File: src/rtl/mux4_rr_arbiter_pkg.sv
// Shared encodings and helpers for the round-robin arbiter around the shared mux4.
// State codes and select codes are fixed so they can be matched against other blocks.
package mux4_rr_arbiter_pkg;

    typedef enum logic [1:0] {
        StIdle  = 2'd0,
        StGrant = 2'd1,
        StTurn  = 2'd2
    } arb_state_e;

    localparam logic [1:0] SEL_A = 2'd0;
    localparam logic [1:0] SEL_B = 2'd1;
    localparam logic [1:0] SEL_C = 2'd2;
    localparam logic [1:0] SEL_D = 2'd3;

    // First set request scanning ptr, ptr+1, ... with 2-bit wrap; returns ptr if none set.
    function automatic logic [1:0] rr_pick(input logic [3:0] req, input logic [1:0] ptr);
        logic [1:0] idx;
        rr_pick = ptr;
        for (int i = 3; i >= 0; i--) begin
            idx = ptr + 2'(i);
            if (req[idx]) begin
                rr_pick = idx;
            end
        end
    endfunction

    function automatic logic [3:0] onehot4(input logic [1:0] idx);
        onehot4 = 4'b0001 << idx;
    endfunction

endpackage

File: src/rtl/mux4.sv
// Shared 4:1 single-bit multiplexer; s selects a/b/c/d.
module mux4
    import mux4_rr_arbiter_pkg::*;
(
    input  logic       a,
    input  logic       b,
    input  logic       c,
    input  logic       d,
    input  logic [1:0] s,
    output logic       out
);

    always_comb begin
        out = a;
        unique case (s)
            SEL_A: out = a;
            SEL_B: out = b;
            SEL_C: out = c;
            SEL_D: out = d;
        endcase
    end

endmodule

File: src/rtl/mux4_rr_arbiter.sv
// Round-robin arbiter sharing one mux4 among four 1-bit requesters, with a per-grant
// hold limit and a dead TURN cycle between grants.
module mux4_rr_arbiter
    import mux4_rr_arbiter_pkg::*;
#(
    parameter int unsigned HOLD_MAX = 4
) (
    input  logic       clk,
    input  logic       reset_n,
    input  logic [3:0] req,
    input  logic [3:0] din,
    output logic [3:0] gnt,
    output logic [1:0] sel,
    output logic       y,
    output logic       y_valid,
    output logic       busy
);

    localparam logic [3:0] HOLD_LAST = 4'(HOLD_MAX - 1);

    arb_state_e state_q;
    logic [1:0] ptr_q;
    logic [3:0] hold_cnt_q;
    logic [3:0] gnt_q;
    logic [1:0] sel_q;
    logic       y_q;
    logic       y_valid_q;
    logic       busy_q;
    logic       mux_y;
    logic [1:0] winner;

    assign winner = rr_pick(req, ptr_q);

    mux4 u_mux4 (
        .out (mux_y),
        .a   (din[0]),
        .b   (din[1]),
        .c   (din[2]),
        .d   (din[3]),
        .s   (sel_q)
    );

    always_ff @(posedge clk or negedge reset_n) begin
        if (!reset_n) begin
            state_q    <= StIdle;
            ptr_q      <= 2'd0;
            hold_cnt_q <= 4'd0;
            gnt_q      <= 4'b0000;
            sel_q      <= SEL_A;
            y_q        <= 1'b0;
            y_valid_q  <= 1'b0;
            busy_q     <= 1'b0;
        end else begin
            // Data path captures every GRANT cycle; y holds otherwise.
            y_valid_q <= (state_q == StGrant);
            if (state_q == StGrant) begin
                y_q <= mux_y;
            end

            unique case (state_q)
                StIdle: begin
                    if (|req) begin
                        state_q    <= StGrant;
                        gnt_q      <= onehot4(winner);
                        sel_q      <= winner;
                        hold_cnt_q <= 4'd0;
                        busy_q     <= 1'b1;
                    end
                end
                StGrant: begin
                    // sel_q is the current owner for the whole grant.
                    if (req[sel_q] && (hold_cnt_q < HOLD_LAST)) begin
                        hold_cnt_q <= hold_cnt_q + 4'd1;
                    end else begin
                        state_q <= StTurn;
                        gnt_q   <= 4'b0000;
                        ptr_q   <= sel_q + 2'd1;
                        busy_q  <= 1'b0;
                    end
                end
                StTurn: begin
                    state_q <= StIdle;
                end
                default: begin
                    state_q <= StIdle;
                    gnt_q   <= 4'b0000;
                    busy_q  <= 1'b0;
                end
            endcase
        end
    end

    assign gnt     = gnt_q;
    assign sel     = sel_q;
    assign y       = y_q;
    assign y_valid = y_valid_q;
    assign busy    = busy_q;

endmodule

File: config.mk
export PLATFORM = sky130hd
export DESIGN_NAME = mux4_rr_arbiter
export DESIGN_NICKNAME = d
export VERILOG_FILES = /design/src/rtl/mux4_rr_arbiter_pkg.sv /design/src/rtl/mux4.sv /design/src/rtl/mux4_rr_arbiter.sv
export SDC_FILE = /design/constraint.sdc
export NUM_CORES = 1
export LEC_CHECK = 0
export ABC_CLOCK_PERIOD_IN_PS = 2670
export CORE_MARGIN = 2
export CORE_UTILIZATION = 45
export CTS_CLUSTER_SIZE = 24
export DETAILED_ROUTE_END_ITERATION = 16
export GPL_ROUTABILITY_DRIVEN = 0
export PLACE_DENSITY = 0.7
export REMOVE_ABC_BUFFERS = 1
export SLEW_MARGIN = 15
export SYNTH_ARGS = -nofsm -noshare
export SYNTH_HDL_FRONTEND = slang
export SYNTH_SLANG_ARGS = --single-unit
File: constraint.sdc
create_clock -name clk -period 2.67 [get_ports clk]
set_input_delay 0.534 -clock clk [delete_from_list [all_inputs] [get_ports clk]]
set_output_delay 0.534 -clock clk [all_outputs]
set_load 0.05 [all_outputs]
# Word level (Yosys, flattened, before mapping)

Index checks and enable logic that the tools add are counted.

Mux-type cells: 27
Shift-type cells: 1
Order comparisons: 6
Bitwise logic cells: 2
Reductions and logical operators: 10
Eq/ne operators: 8
Add/subtract/negate cells: 5

Operator list:

| operator                                                              | count |
|---|---|
| 4-bit 2-to-1 mux                                                      | 4 |
| 2-bit by 3-bit < comparator with 1-bit output (second input constant) | 5 |
| 2-bit 2-to-1 mux                                                      | 6 |
| 4-bit one-hot mux with 3 select lines                                 | 1 |
| 1-bit binary-select mux with 2-bit select                             | 5 |
| 4-bit one-hot mux with 2 select lines                                 | 1 |
| 1-bit 2-to-1 mux                                                      | 7 |
| 2-bit == test (second input constant)                                 | 3 |
| 2-bit AND reduction                                                   | 3 |
| 3-bit AND reduction                                                   | 2 |
| 2-bit by 1-bit adder with 2-bit output (second input constant)        | 2 |
| 2-bit adder (second input constant)                                   | 2 |
| 4-bit by 1-bit adder with 4-bit output (second input constant)        | 1 |
| 2-bit by 1-bit == test with 1-bit output (second input constant)      | 2 |
| 2-bit logical NOT                                                     | 2 |
| 4-bit by 2-bit < comparator with 1-bit output (second input constant) | 1 |
| 2-bit != test (second input constant)                                 | 2 |
| 1-bit one-hot mux with 4 select lines                                 | 1 |
| 2-bit one-hot mux with 2 select lines                                 | 1 |
| 4-bit OR reduction                                                    | 1 |
| 1-bit by 2-bit left shift with 4-bit output (first input constant)    | 1 |
| 1-bit one-hot mux with 3 select lines                                 | 1 |
| 2-bit by 1-bit != test with 1-bit output (second input constant)      | 1 |
| 1-bit inverter                                                        | 2 |
| 2 further kinds                                                       | 2 |

Bits in registers: 17
Input port bits: 10

# Logic depth before layout (Yosys ltp)

Gate-level depths: netlist (run 1).

Depth after elaboration: 10
Mapped depth: 6
Mapped depth without buffers: 6

# Cells and area by module

Synthesis (run 1) repeated with hierarchy kept, for this count alone.

Cells, all modules: 74
Area total of the unflattened synthesis: 830.8 µm²

Modules (own cells, without submodules):

| module          | cells an instance | area an instance (µm²) | times used | sequential area each (µm²) |
|---|---|---|---|---|
| mux4_rr_arbiter | 73                | 808.3                  | 1          | 425.4 |
| mux4            | 1                 | 22.5                   | 1          | 0.0 |

# Worst setup path after synthesis (run 1)

Ideal clock, no wire load.

Path kind: register -> register
Start: reg sel_q[1] (netlist: sel[1])
End: reg ptr_q[1]
Buffers on the path: 0
Path slack: 658 ps
Cell stages (with the launch flop): 4
Data required time: 2545 ps
Arrival: 1887 ps
Setup time: 125 ps
Path through: dfrtp_1 > mux4_1 > a21oi_2 > mux2_2

Word-level cells in the longest chain between the ends: 5
Elaborated cells on any way between the ends: 6

Ends and longest elaborated chain:

| what                                      | RTL line              | text |
|---|---|---|
| from (decl)                               | mux4_rr_arbiter.sv:25 | `logic [1:0] sel_q;` |
| from (signal assigned)                    | mux4_rr_arbiter.sv:65 | `sel_q <= winner;` |
| 1-bit binary-select mux with 2-bit select | mux4_rr_arbiter.sv:72 | `if (req[sel_q] && (hold_cnt_q < HOLD_LAST)) begin` |
| 1-bit 2-to-1 mux (not written as such)    | mux4_rr_arbiter.sv:72 |  |
| 1-bit logical AND                         | mux4_rr_arbiter.sv:72 |  |
| 1-bit inverter (no source line)           | -                     |  |
| 2-bit AND reduction (no source line)      | -                     |  |
| to (signal assigned)                      | mux4_rr_arbiter.sv:77 | `ptr_q <= sel_q + 2'd1;` |
| to (decl)                                 | mux4_rr_arbiter.sv:22 | `logic [1:0] ptr_q;` |

Several ways; a longest one is shown, not always the timed one. The select of a mux whose other input is x is not followed.
A chain may end at the register's enable or synchronous reset.

# Worst setup path after layout (run 1)

Start: reg sel_q[0] (netlist: sel[0])
End: out sel[0]

RTL lines:

| what      | RTL line              | text |
|---|---|---|
| to (decl) | mux4_rr_arbiter.sv:13 | `output logic [1:0] sel,` |

No word-level cell between the ends.

==> results.txt, run 1 <==
The run finished with clean final reports. The global-route wire length before repair is around 2800 µm. The largest fanout of any net on the critical path is 7. The peak ir drop on the vdd network is 0.000721 V. Clock tree synthesis selected as its root buffer the cell sky130_fd_sc_hd__clkbuf_4. The portion of the clock cycle consumed by the worst path in the final layout is 81.1%. The number of gates resized after CTS was 0. Across every metal layer, demand over resource in global routing totals roughly 18%. The remaining global-route overflow is 0. In this run the power density over the cells is ~1200 mW/mm². The final count of hold timing violations came to 0.

Summed over all failing endpoints, the final setup total negative slack is 0 ns. The fraction of the yosys area taken by sequential cells is roughly half. The number of buffers inserted by hold repair at cts came out at 0. The measured slew at the worst slew-check pin is roughly 0.76 ns. The count of antenna diodes in the layout came out at 0.

Clock-pin slew was measured on the worst setup and hold paths at roughly 0.1 ns. The mean post-synth cell area is approximately 11 µm². The clock period minus worst slack came out at roughly 2.2 ns. The maximum number of pins on one net before global-route repair came out at 18. The number of setup buffers added after CTS is 0.

The library cell contributing the largest single delay on the critical path is sky130_fd_sc_hd__clkdlybuf4s50_1. In the layout the commonest cells are sky130_fd_sc_hd__clkdlybuf4s50_1 (18), sky130_fd_sc_hd__dfrtp_1 (17), sky130_fd_sc_hd__a21oi_1 (6). The y dimension of the die came out at slightly below 50 µm. The number of rows in the core area came out at 15. The number of cells produced by synthesis came out at 78. The number of different library cells in the post-synthesis netlist came out at 32. The critical path goes through clkdlybuf4s50_1. The total number of yosys warnings is 0. The share of the synthesized area in the top cell type came out at 48.6%. Between clock sinks in the finished design, the worst skew comes to approximately 0.0011 ns. The TritonCTS buffer count is 3. The clock sink count came out at 17.

The number of top-level pins came out at 19. The initial cell density of the core is 49.1%. The number of nets at the end of the flow is 115. The area growth from synthesis to layout came out at 26.0%. Ranked by total cell area, the synthesized netlist is headed by sky130_fd_sc_hd__dfrtp_1 (49%), sky130_fd_sc_hd__ha_1 (7.1%), sky130_fd_sc_hd__a21oi_1 (3.4%), sky130_fd_sc_hd__mux4_1 (3.0%), sky130_fd_sc_hd__nor4_4 (2.4%). The most frequent standard cell in the layout excluding fill and tap cells is sky130_fd_sc_hd__clkdlybuf4s50_1.

Grouping stages by cell kind, the critical path spends the most delay in buffers and inverters. At the later pin of the worst-skew pair, clock insertion delay measures 0.29 ns. The detail-routed via count per cell is between 5 and 6. For this run, the top clock speed supported by timing is 462 MHz.

Summed over all nets, the half-perimeter wirelength after detailed placement is roughly 1300 µm. The die covers around 0.0023 mm². The floorplan step defined a core boundary enclosing about 0.0018 mm². The largest single stage delay on the critical path is ~0.85 ns.

The iteration-0 DRC count of the detailed router came out at 16. The final routed wirelength across all metal layers came out at between 1500 and 2000 µm. The number of max-capacitance violations reported came out at 0.

The worst setup path is captured at an output pin. The via count of the first global-routing pass was around 660. The layout filler cell count is between 150 and 200.

The initial antenna violation count came out at 0. Across all setup checks in the final design, the least slack found is ~0.5 ns. Headroom to the max-slew limit came out at 49.2%.

The critical path class is reg -> out. The final instance count without filler cells came out at 124. The total placed cells including tap cells came out at between 100 and 150. Dividing the detail-routed wire length by the instance count gives 14.0 µm. Before antenna repair, the detailed router went through 6 iterations. The remaining number of nets flagged by the antenna check after routing came out at 0. The count of input and output buffers came out at 18. The post-synthesis register bit count came out at 17. The analysis attributes to cell leakage a power of just under 0.5 nW. In the routed design, unresolved DRC markers number 0. STA puts the critical path data arrival time at 1.63 ns. TritonCTS built the clock tree. The critical path required time came out at 2.14 ns. In the final layout, the share of cells above drive strength 1 is approximately a tenth. The count of pins over their slew limit was 0. STA classifies the critical path startpoint as a register. The netlist area before placement is 876 µm². The pre-CTS setup slack came out at roughly 0.26 ns. Counting both buffers and inverters, the worst setup path holds a total of 1.

The tightest min-delay check is of the reg -> reg type. CTS built an H-tree with a depth of 1. The die width came out at roughly 48 µm. sky130_fd_sc_hd__dfrtp_1 takes more of the synthesized area than any other cell.

The maximum root-to-sink buffer count came out at 2. The via count is slightly below 700. The final-report setup violation count came out at 0. Setup repair after global routing left no endpoint under its margin.
==> cell families after synthesis <==
logic type	after synthesis	share of synthesized area, %
fa+ha+maj	5	7.14
compound gates	25	19.9
flops	17	48.6
buf+inv	5	3.00
simple gates	24	17.1
mux	2	4.29
==> sequential cells by signal, indices dropped and copies added, names as in the netlist <==
signal,flops
busy,1
ptr_q,2
state_q,2
hold_cnt_q,4
y,1
gnt,4
y_valid,1
sel,2
==> per-stage QoR <==
stage | hold slack [ns] | utilization (%) | power [W] | instance area [µm²]
2_1_floorplan | 0.238 | - | 0.000988 | 865
3_3_place_gp | 0.465 | 60.4 | 0.00122 | 1080
3_5_place_dp | 0.465 | 60.4 | 0.00123 | 1080
4_1_cts | 0.498 | 61.9 | 0.00137 | 1100
5_1_grt | 0.516 | 61.9 | 0.00145 | 1100
6_report | 0.492 | 61.9 | 0.00136 | 1100
==> routing by layer <==
layer  global-route usage, %  part of all wire [%]  vias up  wire length [µm]
met2                    28.8                    47       21               823
met5                       0                     0        -                 0
met4                    8.11                  0.86        0                15
met3                    3.33                   3.3        2                57
met1                    24.2                    48      346               843
li1                        -                     -      326                 -
==> worst register-to-register path, cell delays in order (launching register included) <==
cell and delay, ns:
sky130_fd_sc_hd__dfrtp_1 0.46, sky130_fd_sc_hd__mux4_1 0.64, sky130_fd_sc_hd__a21oi_2 0.24, sky130_fd_sc_hd__mux2_2 0.36
==> final timing paths <==
| path | start | slack (ns) | cells past startpoint | endpoint |
|---|---|---|---|---|
| max in group asynchronous | reset_n | 1.52 | 1 | hold_cnt_q[1] |
| worst max-delay path | sel[0] | 0.50 | 1 | sel[0] |
| worst max register to register | sel[1] | 0.86 | 3 | ptr_q[1] |
| min in group asynchronous | reset_n | 0.68 | 1 | ptr_q[1] |
| worst min register to register | busy | 0.49 | 1 | busy |
| worst min-delay path | busy | 0.49 | 1 | busy |
==> synth_stat cells (all sizes together) <==
cell / instances
a21boi: 1
a21o: 2
a21oi: 7
a222oi: 1
a22o: 2
and2: 2
buf: 1
dfrtp: 17
ha: 5
inv: 4
mux2: 1
mux4: 1
nand2: 4
nand2b: 3
nand3: 3
nor2: 3
nor3: 2
nor3b: 1
nor4: 2
o21ai: 5
o21bai: 1
o22a: 2
o22ai: 1
o2bb2ai: 2
o31ai: 1
or2: 1
or2b: 2
or3: 1
==> cell type report <==
| class | count | area (µm²) | area share, % |
|---|---|---|---|
| clock inverters | 1 | 5.00 | 0.454 |
| well taps | 25 | 31.3 | 2.83 |
| clock buffers | 3 | 22.5 | 2.04 |
| repair buffers | 18 | 180 | 16.3 |
| multi-input cells | 56 | 424 | 38.4 |
| flip-flops and latches | 17 | 425 | 38.5 |
| inverters | 4 | 15.0 | 1.36 |
==> report_power, final <==
group | leakage, nW | switching (W) | internal (W) | total [W]
Sequential | 0.217 | 0.0000990 | 0.000363 | 0.000462
Combinational | 0.261 | 0.000469 | 0.000287 | 0.000757
Clock | 0.0177 | 0.0000843 | 0.0000556 | 0.000140
Total | 0.496 | 0.000653 | 0.000706 | 0.00136
Power figures use the tool's default switching activity.
==> inputs of run 2 (changes only) <==
ABC_CLOCK_PERIOD_IN_PS = 1900   (was 2670)
CORE_UTILIZATION = 44   (was 45)
PLACE_DENSITY = 0.72   (was 0.7)
clock period = 1.9 ns   (was 2.67 ns; I/O delays follow)
==> results.txt, run 2 (synthesis results as in run 1) <==
Status: complete, no violations (unchanged). The type of destination of the critical path is an output pin (unchanged). The count of antenna diodes in the layout came out at 0 (unchanged). Top library cells by usage in the layout, fill and taps aside: sky130_fd_sc_hd__buf_4 (19), sky130_fd_sc_hd__dfrtp_1 (17), sky130_fd_sc_hd__clkdlybuf4s50_1 (11) (was sky130_fd_sc_hd__clkdlybuf4s50_1 (18), sky130_fd_sc_hd__dfrtp_1 (17), sky130_fd_sc_hd__a21oi_1 (6)). The longest individual stage delay on the worst path is 0.79 ns (was 0.85 ns). The number of nets at the end of the flow is 127 (was 115). The most frequent standard cell in the layout excluding fill and tap cells was sky130_fd_sc_hd__buf_4 (was sky130_fd_sc_hd__clkdlybuf4s50_1). The via count is 752 (was 695). The number of setup buffers added after CTS came out at 0 (unchanged). Based on the critical path, the design can be clocked at up to between 500 and 600 MHz.

The cell area after placement came out at 0.00115 mm² (was 0.00108 mm²). The data arrival time at the worst-slack endpoint is 1.44 ns (was 1.63 ns). The combined global-route utilization of all metal layers is 17.9% (was 18.1%). The number of max-capacitance violations reported came out at 0 (unchanged). The total buffers and inverters traversed by the critical path came to 1 (unchanged). RSZ-0062 raised after global routing: false (unchanged). The final-report setup violation count is 0 (unchanged). The via count of the first global-routing pass is 757 (was 657). The layout filler cell count is 163 (was 154). The final routed wirelength across all metal layers came out at 1960 µm (was 1740 µm). The die width came out at 48.6 µm (was 48.1 µm).

The detail-routed via count per cell came out at 5.45 (was 5.60). The count of input and output buffers came to 18 (unchanged). The final count of hold timing violations is 0 (unchanged). The instance count on the critical path is 1 (unchanged). The peak ir drop on the vdd network was 0.000933 V (was 0.000721 V).

The maximum root-to-sink buffer count came to 2 (unchanged). The number of levels in the clock H-tree is 1 (unchanged). The worst reg-to-reg path cell count is 3 (unchanged). The buffer cell driving the clock tree root was sky130_fd_sc_hd__clkbuf_4 (unchanged). The critical path required time came out at 1.52 ns (was 2.14 ns). The number of buffers inserted by hold repair at cts came out at 0 (unchanged). The critical path class was reg -> out (unchanged). The remaining number of nets flagged by the antenna check after routing came to 0 (unchanged). The library cell contributing the largest single delay on the critical path is sky130_fd_sc_hd__clkdlybuf4s50_1 (unchanged). The CTS tree is done (unchanged). The worst hold margin was 0.391 ns (was 0.492 ns). The final HPWL from detailed placement came out at 1520 µm (was 1290 µm).

The sort of element at the start of the critical path is a register (unchanged). The y dimension of the die is 48.6 µm (was 48.1 µm). The final routed wire length divided by cell count is 14.2 µm (was 14.0 µm).

The total of cells resized after clock tree synthesis is 0 (unchanged). The remaining global-route overflow is 0 (unchanged). The iteration-0 DRC count of the detailed router is 9 (was 16). The core footprint is 0.00192 mm² (was 0.00178 mm²). The number of top-level pins is 19 (unchanged). The number of rows in the core area came out at 16 (was 15).

The leakage dissipation came out at 0.565 nW (was 0.496 nW). The maximum number of pins on one net before global-route repair came out at 18 (unchanged). The count of TritonRoute iterations in the first routing pass is 5 (was 6). The relative slew slack came to 63.6% (was 49.2%). Critical path cell sequence: clkdlybuf4s50_1 (unchanged). The largest fanout of any net on the critical path is 2 (was 7). The remaining design rule violation count came out at 0 (unchanged).

The post-route clock skew came to 0.00128 ns (was 0.00105 ns). The area of the die came out at 0.00236 mm² (was 0.00232 mm²). The clock latency on the worst-skew pair is 0.29 ns (about the same). The clock transition at the register clock pins on the worst setup and hold paths after CTS is 0.10 ns (about the same).

The count of pins over their slew limit is 0 (unchanged). The initial antenna violation count came out at 0 (unchanged). The cell type group with the largest total delay on the critical path is buffers and inverters (unchanged).

The fraction of layout cells with a size suffix above 1 is 26.1% (was 10.1%). The clock period minus worst slack came out at 1.82 ns. The setup TNS after final layout is 0 ns (unchanged). The global-route wire length before repair came out at 3320 µm (was 2840 µm). The portion of the clock cycle consumed by the worst path in the final layout came out at around 96%. The class of the worst hold path is in -> async (was reg -> reg). The post-route standard cell area excluding fillers is 0.00118 mm² (was 0.00110 mm²).

The TritonCTS buffer count was 3 (unchanged). The clock sink count came out at 17 (unchanged). The area growth from synthesis to layout came out at 34.6% (was 26.0%). The power density over cell area is 1690 mW/mm² (was 1230 mW/mm²).

The initial cell density of the core is 45.6% (was 49.1%). The measured slew at the worst slew-check pin is 0.541 ns (was 0.759 ns).
## run 2: changes by cell type in the layout (fill, tap and decap cells not counted)
cell,before,now
sky130_fd_sc_hd__buf_4,0,19
sky130_fd_sc_hd__clkdlybuf4s50_1,18,11
## run 2: layer usage
layer  routed length [µm]  track usage [%]
met4                   58             5.71
met3                   95             3.40
met1                  826             20.9
met5                    0                0
met2                  982             32.9
## run 2: path summary, 6_finish.rpt
kind / slack [ns] / start / end
max: 0.08 / y / y
min: 0.39 / reset_n / y_valid
max reg2reg: 0.28 / sel[1] / ptr_q[1]
min reg2reg: 0.49 / busy / busy
max in group asynchronous: 1.33 / reset_n / gnt[0]
min in group clk: 0.49 / busy / busy
## run 2: metrics by stage
stage	worst slack (ns)	instances	utilization, %	power (W)
2_1_floorplan	-0.112	77	-	0.00139
4_1_cts	0.0771	138	61.3	0.00200
6_report	0.0814	138	61.3	0.00199
3_5_place_dp	-0.152	134	59.9	0.00180
5_1_grt	0.0252	138	61.3	0.00212
3_3_place_gp	-0.110	134	59.9	0.00178
## run 2: worst reg2reg max path: cells and delay by family (launching register included)
kind            cells  cell delay (ns)
flops               1             0.39
compound gates      1             0.17
mux                 2             0.95
## run 2: where the power goes
group | switching, W | total, W | internal, W
Sequential | 0.000131 | 0.000642 | 0.000511
Clock | 0.000120 | 0.000198 | 0.0000784
Combinational | 0.000697 | 0.00115 | 0.000454
## run 2: final cells by class
| cell class | instances | area [µm²] | area share [%] |
|---|---|---|---|
| flip-flops and latches | 17 | 425 | 36.1 |
| multi-input cells | 56 | 424 | 36.0 |
| repair buffers | 30 | 253 | 21.4 |
| well taps | 27 | 33.8 | 2.87 |
| clock buffers | 3 | 22.5 | 1.91 |
| inverters | 4 | 15.0 | 1.27 |
| clock inverters | 1 | 5.00 | 0.425 |
